==> config.mk <==
export PLATFORM = sky130hd
export DESIGN_NAME = md_div_issue
export DESIGN_NICKNAME = d
export VERILOG_FILES = /design/src/rtl/md_div_issue.sv
export SDC_FILE = /design/constraint.sdc
export NUM_CORES = 1
export LEC_CHECK = 0
export ABC_CLOCK_PERIOD_IN_PS = 5500
export BUFFER_PORTS_ARGS = -buffer_cell sky130_fd_sc_hd__buf_4
export CORE_AREA = 2 2 153 155
export CTS_CLUSTER_SIZE = 40
export DETAILED_ROUTE_END_ITERATION = 8
export DIE_AREA = 0 0 155 157
export PLACE_DENSITY_LB_ADDON = 0.2
export SLEW_MARGIN = 0
export SYNTH_ARGS = -nofsm -noshare
export SYNTH_HDL_FRONTEND = slang
export SYNTH_SLANG_ARGS = --single-unit
export TNS_END_PERCENT = 100
==> constraint.sdc <==
create_clock -name clk -period 5.5 [get_ports clk]
set_clock_uncertainty 0.05 [all_clocks]
set_input_delay 1.1 -clock clk [delete_from_list [all_inputs] [get_ports clk]]
set_output_delay 1.1 -clock clk [all_outputs]
set_load 0.05 [all_outputs]
==> src/rtl/md_div_issue.sv <==
// ---------------------------------------------------------------------------
// md_div_issue
//   EXE-stage initiator for the iterative 32-bit divider. A DIV/DIVU sitting
//   in the EXE pipeline register is captured and issued over the divider's
//   valid/ready request handshake. EXE is stalled until the divider's
//   completion strobe. The remainder is then written to HI and the quotient
//   to LO. An exception flush during a division drains the in-flight
//   operation and discards its result.
//
//   Optional feature macro: DIV_ZERO_BYPASS_EN
//     When defined, a divide by zero is not sent to the divider. It goes
//     straight to DONE with lo = 32'hFFFF_FFFF and hi = dividend.
//
//   Parameters
//     WAIT_LIMIT   cycles allowed in WAIT before div_timeout sets (>= 36)
//     CNT_W        width of the wait-cycle counter
//
//   Ports
//     clk, rst          clock, asynchronous active-high reset
//     op_div            EXE holds a valid DIV/DIVU
//     op_signed         1 = DIV, 0 = DIVU
//     src_a, src_b      dividend, divisor
//     flush             exception/eret flush of EXE
//     exe_adv           EXE instruction moves to MEM this cycle
//     exe_stall         hold EXE
//     hilo_we           HI/LO write strobe
//     hi_wdata          remainder
//     lo_wdata          quotient
//     div_req           request valid to the divider
//     div_signed_o      signedness of the request
//     div_x, div_y      dividend and divisor to the divider
//     div_tready        divider accepts; transfer when div_req && div_tready
//     div_complete      divider result strobe (also high while idle)
//     div_q, div_r      divider quotient and remainder
//     div_timeout       sticky: a WAIT lasted WAIT_LIMIT cycles
// ---------------------------------------------------------------------------
module md_div_issue #(
    parameter int WAIT_LIMIT = 40,
    parameter int CNT_W      = 6
) (
    input  logic        clk,
    input  logic        rst,
    input  logic        op_div,
    input  logic        op_signed,
    input  logic [31:0] src_a,
    input  logic [31:0] src_b,
    input  logic        flush,
    input  logic        exe_adv,
    output logic        exe_stall,
    output logic        hilo_we,
    output logic [31:0] hi_wdata,
    output logic [31:0] lo_wdata,
    output logic        div_req,
    output logic        div_signed_o,
    output logic [31:0] div_x,
    output logic [31:0] div_y,
    input  logic        div_tready,
    input  logic        div_complete,
    input  logic [31:0] div_q,
    input  logic [31:0] div_r,
    output logic        div_timeout
);

    typedef enum logic [2:0] {
        S_IDLE  = 3'd0,
        S_REQ   = 3'd1,
        S_WAIT  = 3'd2,
        S_DONE  = 3'd3,
        S_DRAIN = 3'd4
    } state_t;

    localparam logic [CNT_W-1:0] CNT_MAX = {CNT_W{1'b1}};
    localparam logic [CNT_W-1:0] CNT_LIM = CNT_W'(WAIT_LIMIT);

    state_t            state_r;
    state_t            state_s;
    logic              entered_r;   // first cycle after any state change
    logic [31:0]       x_r;
    logic [31:0]       y_r;
    logic              signed_r;
    logic [31:0]       hi_r;
    logic [31:0]       lo_r;
    logic [CNT_W-1:0]  cnt_r;
    logic              timeout_r;

    logic              xfer_s;
    logic              latch_s;
    logic              cap_s;
    logic              bypass_s;
    logic              stall_s;
    logic              we_s;

    assign xfer_s = (state_r == S_REQ) && div_tready;

    // Next-state and control decode
    always_comb begin
        state_s  = state_r;
        latch_s  = 1'b0;
        cap_s    = 1'b0;
        bypass_s = 1'b0;
        stall_s  = 1'b0;
        we_s     = 1'b0;
        case (state_r)
            S_IDLE: begin
                if (op_div && !flush) begin
`ifdef DIV_ZERO_BYPASS_EN
                    if (src_b == 32'd0) begin
                        // Result is known without the divider; EXE is not held.
                        bypass_s = 1'b1;
                        state_s  = S_DONE;
                    end else begin
                        latch_s  = 1'b1;
                        stall_s  = 1'b1;
                        state_s  = S_REQ;
                    end
`else
                    latch_s = 1'b1;
                    stall_s = 1'b1;
                    state_s = S_REQ;
`endif
                end else begin
                    state_s = S_IDLE;
                end
            end
            S_REQ: begin
                stall_s = 1'b1;
                if (xfer_s) begin
                    // Once accepted the divider must be allowed to finish.
                    state_s = flush ? S_DRAIN : S_WAIT;
                end else if (flush) begin
                    state_s = S_IDLE;
                end else begin
                    state_s = S_REQ;
                end
            end
            S_WAIT: begin
                stall_s = 1'b1;
                // cnt_r is zero only on the first WAIT cycle, when the
                // divider still shows its idle-high completion strobe.
                if ((cnt_r != {CNT_W{1'b0}}) && div_complete) begin
                    cap_s   = 1'b1;
                    state_s = flush ? S_IDLE : S_DONE;
                end else if (flush) begin
                    state_s = S_DRAIN;
                end else begin
                    state_s = S_WAIT;
                end
            end
            S_DONE: begin
                we_s = exe_adv && !flush;
                if (exe_adv || flush) begin
                    state_s = S_IDLE;
                end else begin
                    state_s = S_DONE;
                end
            end
            S_DRAIN: begin
                stall_s = op_div;
                if (!entered_r && div_complete) begin
                    if (op_div && !flush) begin
                        // Pending DIV goes straight to REQ, no IDLE bubble.
                        latch_s = 1'b1;
                        state_s = S_REQ;
                    end else begin
                        state_s = S_IDLE;
                    end
                end else begin
                    state_s = S_DRAIN;
                end
            end
            default: begin
                state_s = S_IDLE;
            end
        endcase
    end

    // State register and first-cycle-in-state flag
    always_ff @(posedge clk or posedge rst) begin
        if (rst) begin
            state_r   <= S_IDLE;
            entered_r <= 1'b0;
        end else begin
            state_r   <= state_s;
            entered_r <= (state_s != state_r);
        end
    end

    // Operand latch; held stable through the request handshake
    always_ff @(posedge clk or posedge rst) begin
        if (rst) begin
            x_r      <= 32'd0;
            y_r      <= 32'd0;
            signed_r <= 1'b0;
        end else if (latch_s) begin
            x_r      <= src_a;
            y_r      <= src_b;
            signed_r <= op_signed;
        end else begin
            x_r      <= x_r;
            y_r      <= y_r;
            signed_r <= signed_r;
        end
    end

    // Result registers; held in DONE until EXE advances
    always_ff @(posedge clk or posedge rst) begin
        if (rst) begin
            hi_r <= 32'd0;
            lo_r <= 32'd0;
        end else if (cap_s) begin
            hi_r <= div_r;
            lo_r <= div_q;
        end else if (bypass_s) begin
            hi_r <= src_a;
            lo_r <= 32'hFFFF_FFFF;
        end else begin
            hi_r <= hi_r;
            lo_r <= lo_r;
        end
    end

    // Saturating WAIT cycle counter, cleared on entry to WAIT
    always_ff @(posedge clk or posedge rst) begin
        if (rst) begin
            cnt_r <= {CNT_W{1'b0}};
        end else if ((state_s == S_WAIT) && (state_r != S_WAIT)) begin
            cnt_r <= {CNT_W{1'b0}};
        end else if ((state_r == S_WAIT) && (cnt_r != CNT_MAX)) begin
            cnt_r <= cnt_r + {{(CNT_W-1){1'b0}}, 1'b1};
        end else begin
            cnt_r <= cnt_r;
        end
    end

    // Sticky timeout flag; only reset clears it
    always_ff @(posedge clk or posedge rst) begin
        if (rst) begin
            timeout_r <= 1'b0;
        end else if ((state_r == S_WAIT) && (cnt_r == CNT_LIM)) begin
            timeout_r <= 1'b1;
        end else begin
            timeout_r <= timeout_r;
        end
    end

    // exe_stall must rise in the capture cycle itself, so it is decoded
    // combinationally; it is forced low while reset is asserted.
    assign exe_stall    = stall_s && !rst;
    assign hilo_we      = we_s;
    assign hi_wdata     = hi_r;
    assign lo_wdata     = lo_r;
    assign div_req      = (state_r == S_REQ);
    assign div_signed_o = signed_r;
    assign div_x        = x_r;
    assign div_y        = y_r;
    assign div_timeout  = timeout_r;

endmodule

* Yosys cells after proc, flatten, opt, wreduce, memory -nomap -nowiden
Index checks and enable logic that the tools add are counted. W data, S select, Z words.
Word-level totals: output and inout bits 133, bits of input ports 136, register bits 140, logic and storage cells 54
Cells by class: reduce and logical (&&, ||, !) cells 17, add/subtract/negate cells 1, muxes and demuxes 18, equal/unequal tests 9
Operators by type and width (number):
- $pmux W3 S5 | 1
- $mux W3 | 4
- $mux W6 | 2
- $eq A3 B2 Y1 const B | 3
- $logic_and A1 B1 Y1 | 9
- $mux W1 | 7
- $add A6 B1 Y6 const B | 1
- $eq A6 B6 Y1 const B | 1
- $ne A6 B6 Y1 const B | 1
- $reduce_bool A6 Y1 | 1
- $mux W2 | 2
- $eq A3 B1 Y1 const B | 1
- $eq A3 B3 Y1 const B | 1
- $logic_not A1 Y1 | 3
- $logic_not A3 Y1 | 1
- $ne A3 B2 Y1 const B | 1
- $ne A3 B3 Y1 | 1
- $pmux W1 S3 | 1
- $pmux W1 S2 | 1
- $reduce_bool A2 Y1 | 1
- $reduce_or A2 Y1 | 1
- $logic_or A1 B1 Y1 | 1

* Depth between registers and ports, before layout
depth after elaboration 8, gate-level depth with buffers 8, depth with buffers taken out 6

* Worst setup path before layout
OpenSTA, ideal clock, no wires.
kind input port to output port, from input port flush, to output port hilo_we, stages 2, path buffers 1, slack 1557 ps, data arrival time 2793 ps, required time 4350 ps, path through buf_2 > nor4_1
On the way: longest elaborated chain between the ends 3
Ends and longest elaborated chain:
- start, declared | RTL line 47 | input logic flush,
- $logic_not A1 Y1 | RTL line 150 | we_s = exe_adv && !flush;
- $logic_and A1 B1 Y1 | RTL line 150
- $mux W1 | RTL line 103 | case (state_r)
- end, declared | RTL line 50 | output logic hilo_we,
Every way passes these cells.

* Final worst setup path
from input port flush, to output port exe_stall
On the way: longest elaborated chain between the ends 5
Ends and longest elaborated chain:
- $logic_not A1 Y1 | RTL line 105 | if (op_div && !flush) begin
- $logic_and A1 B1 Y1 | RTL line 105
- $mux W1 | RTL line 105
- $pmux W1 S3 | RTL line 103
- $logic_and A1 B1 Y1 | RTL line 248 | assign exe_stall = stall_s && !rst;
- end, declared | RTL line 49 | output logic exe_stall,
Every way passes these cells.

==> flow_summary.toml <==
[yosys]
synthMuxAreaShare_pct = 26.6
syn_avg_cell_area_um2 = 15.5
synth_compound_area_share_pct = 3.17
synthCells = 361
synth_top_family_by_area = "multiplexers"
synthXorXnorAreaFrac_pct = 0.312
synth_nets = 499
synth-edff-count = 0
synthDistinctLibCells = 40
yosysWarningCount = 0
synth_ff_type = "dfrtp_1"
synthDominantCellAreaShare_pct = 62.4
synthArstFlopShare_pct = 100
synthTopCellsByArea = "dfrtp_1 (62%), mux2_2 (26%), buf_6 (1.6%)"
yosys.area_share.adder_pct = 0.446
yosysTopAreaCell = "dfrtp_1"
ys_ff_latch = 140
synth-seq-area-share_pct = 62.4
syn_area_um2 = 5610
yosys.area_share.simple_pct = 3.79

[clock_network]
htreeDepth = 4
cts_resized = 0
cts-hold-fix-buffers = 0
clk_latency_ps = 410
cts_tree = "done"
postCtsSetupBuffers = 0
cts-root-buf = "clkbuf_16"
clock_path_buffers = 2
cts_made_buffers = 17
clk_pin_slew_worst_paths_ps = 70
clock_sinks = 140

[cells_and_area]
final-instance-count-excl-fill = 931
antenna_cells = 0
drive_gt1_share_pct = 68.7
fill_cells = 2190
ff_latch_area_um2 = 3500
synthToLayoutAreaGrowth_pct = 50.7
final_cell_mix = "buf_4 (272), dfrtp_1 (140), mux2_2 (129)"
nets = 771
multi_input_area_um2 = 1930
final_common_cell = "buf_4"

[worst_setup_path]
crit_required_ps = 4350
worstPathMaxFanout = 11
cp_common_cell = "buf_4"
cpLargestDelayFamily = "buffers and inverters"
max_stage_delay_ps = 190
critical_path.cell_chain = "buf_4 > nand2b_1 > nand2_1 > a21oi_1 > nor2_1 > buf_4"
endpoint_kind = "primary output"
critical_path.startpoint = "flush"
worst-path-buf-inv = 2
worst-path-stages = 6
crit_path_start_kind = "primary input"
r2r_end = "hi_wdata[12]"
cpMaxStageDelayCell = "nand2b_1"
worstPathArrival_ps = 1920
reg2reg_slack_ps = 2950
rr_startpoint = "state_r[2]"
reg2regPathDepth = 3
worstSetupPathType = "in -> out"
crit_path_end = "exe_stall"

[die]
die-height_um = 157
core_area_um2 = 22500
rows = 55
dieArea_um2 = 24300
pin_count = 269
die_x_um = 155
initial_core_util_pct = 24.9

[global_routing]
grt_pass1_vias = 4367
globalRoute.totalOverflow = 0
grt_pass1_wl_um = 22900
grtUsageTotal_pct = 12.1
grt_max_degree = 69
antenna_found_initial = 0

[pwr]
power_mw = 6.21
powerDensity_nw_per_um2 = 734
p_leak_nw = 4.03
irDropWorstVdd_uv = 334

[sta]
relSlewSlack_pct = 35.1
finalCritPeriodShare_pct = 55.8
grt_setup_unrepaired = "false"
finalMaxSlewViolations = 0
tightest_slew_ps = 974
holdWs_ps = 440
tns_ps = 0
fmax_ghz = 0.326
setup_viol = 0
hold_viol = 0
min_period_ps = 3070

[place]
dpl.hpwl_um = 10800
port_buffers = 268
placedCellCount = 899
place.gp.congestion = 0.717

[drt]
wl_per_cell_um = 15.8
vias_per_cell = 4.30
vias = 4002
finalWirelength_um = 14700
drc = 0
first_pass_iters = 4
antenna_left = 0
drt_iter0_markers = 105

[job]
max-cap-violations = 0

[worst_hold_path]
hold_class = "reg -> reg"

[run_status]
status = "completed"
==> sequential cells by signal (all words and copies together), names as in the netlist <==
| name | count |
|---|---|
| div_timeout | 1 |
| div_y | 32 |
| hi_wdata | 32 |
| div_x | 32 |
| lo_wdata | 32 |
| state_r | 3 |
| cnt_r | 6 |
| entered_r | 1 |
| div_signed_o | 1 |
==> per-stage QoR <==
stage	cell area, um2	util (%)	setup slack, ps
final	8460	37.6	2430
after CTS	8460	37.6	2430
after floorplan	5610	-	597
after global routing	8460	37.6	2360
after global placement	7860	34.9	2440
after detailed placement	7860	34.9	2440
==> synthesized netlist by cell type (2+ instances only) <==
library cell and count:
a211oi_1 2, a21oi_1 8, buf_2 8, buf_4 2, buf_6 8, dfrtp_1 140
ha_1 2, inv_1 6, mux2_2 129, mux2i_1 4, nand2_1 10, nand2b_1 2
nor2_1 7, nor3_1 2, o21a_1 2, o31ai_1 3, or2_2 2, xnor2_1 2
==> metal layers <==
| metal | global-route usage, % | up-vias | routed length (um) |
|---|---|---|---|
| met5 | 0 | - | 0 |
| met4 | 5.73 | 0 | 326 |
| met3 | 4.65 | 17 | 1250 |
| met2 | 20.5 | 176 | 7400 |
| met1 | 13.4 | 1977 | 5750 |
| li1 | - | 1832 | - |
==> power breakdown <==
group	total [mW]	internal [mW]	leakage, nW	switching [mW]
Combinational	3.24	1.09	2.03	2.15
Sequential	1.82	1.52	1.71	0.303
Clock	1.15	0.656	0.291	0.494
==> layout make-up <==
cell class	count	share of cell area [%]
Clock buffer	18	5.19
Clock inverter	14	1.82
Inverter	6	0.326
Multi-Input combinational cell	196	22.9
Sequential cell	140	41.4
Tap cell	285	4.22
Timing Repair Buffer	272	24.1
==> kinds of logic after synthesis <==
family                   after synthesis
XOR/XNOR                               2
AO/OA/AOI/OAI                         23
AND/OR/NAND/NOR                       36
multiplexers                         133
flip-flops                           140
buffers and inverters                 25
adder cells (fa/ha/maj)                2
==> worst min-delay path by stage <==
stage                      from           to  cells past startpoint  slack, ps
floorplan              cnt_r[2]     cnt_r[2]                      1        450
global placement    div_timeout  div_timeout                      2        410
detailed placement  div_timeout  div_timeout                      2        430
CTS                 div_timeout  div_timeout                      2        450
global route          div_y[30]    div_y[30]                      1        470
finish              div_timeout  div_timeout                      2        440
==> tightest hold or removal path, stage by stage (launching register included) <==
cell and delay (ps):
dfrtp_1 350, inv_1 50, o31ai_1 50
Note: power is estimated with default switching activity, not from simulation.
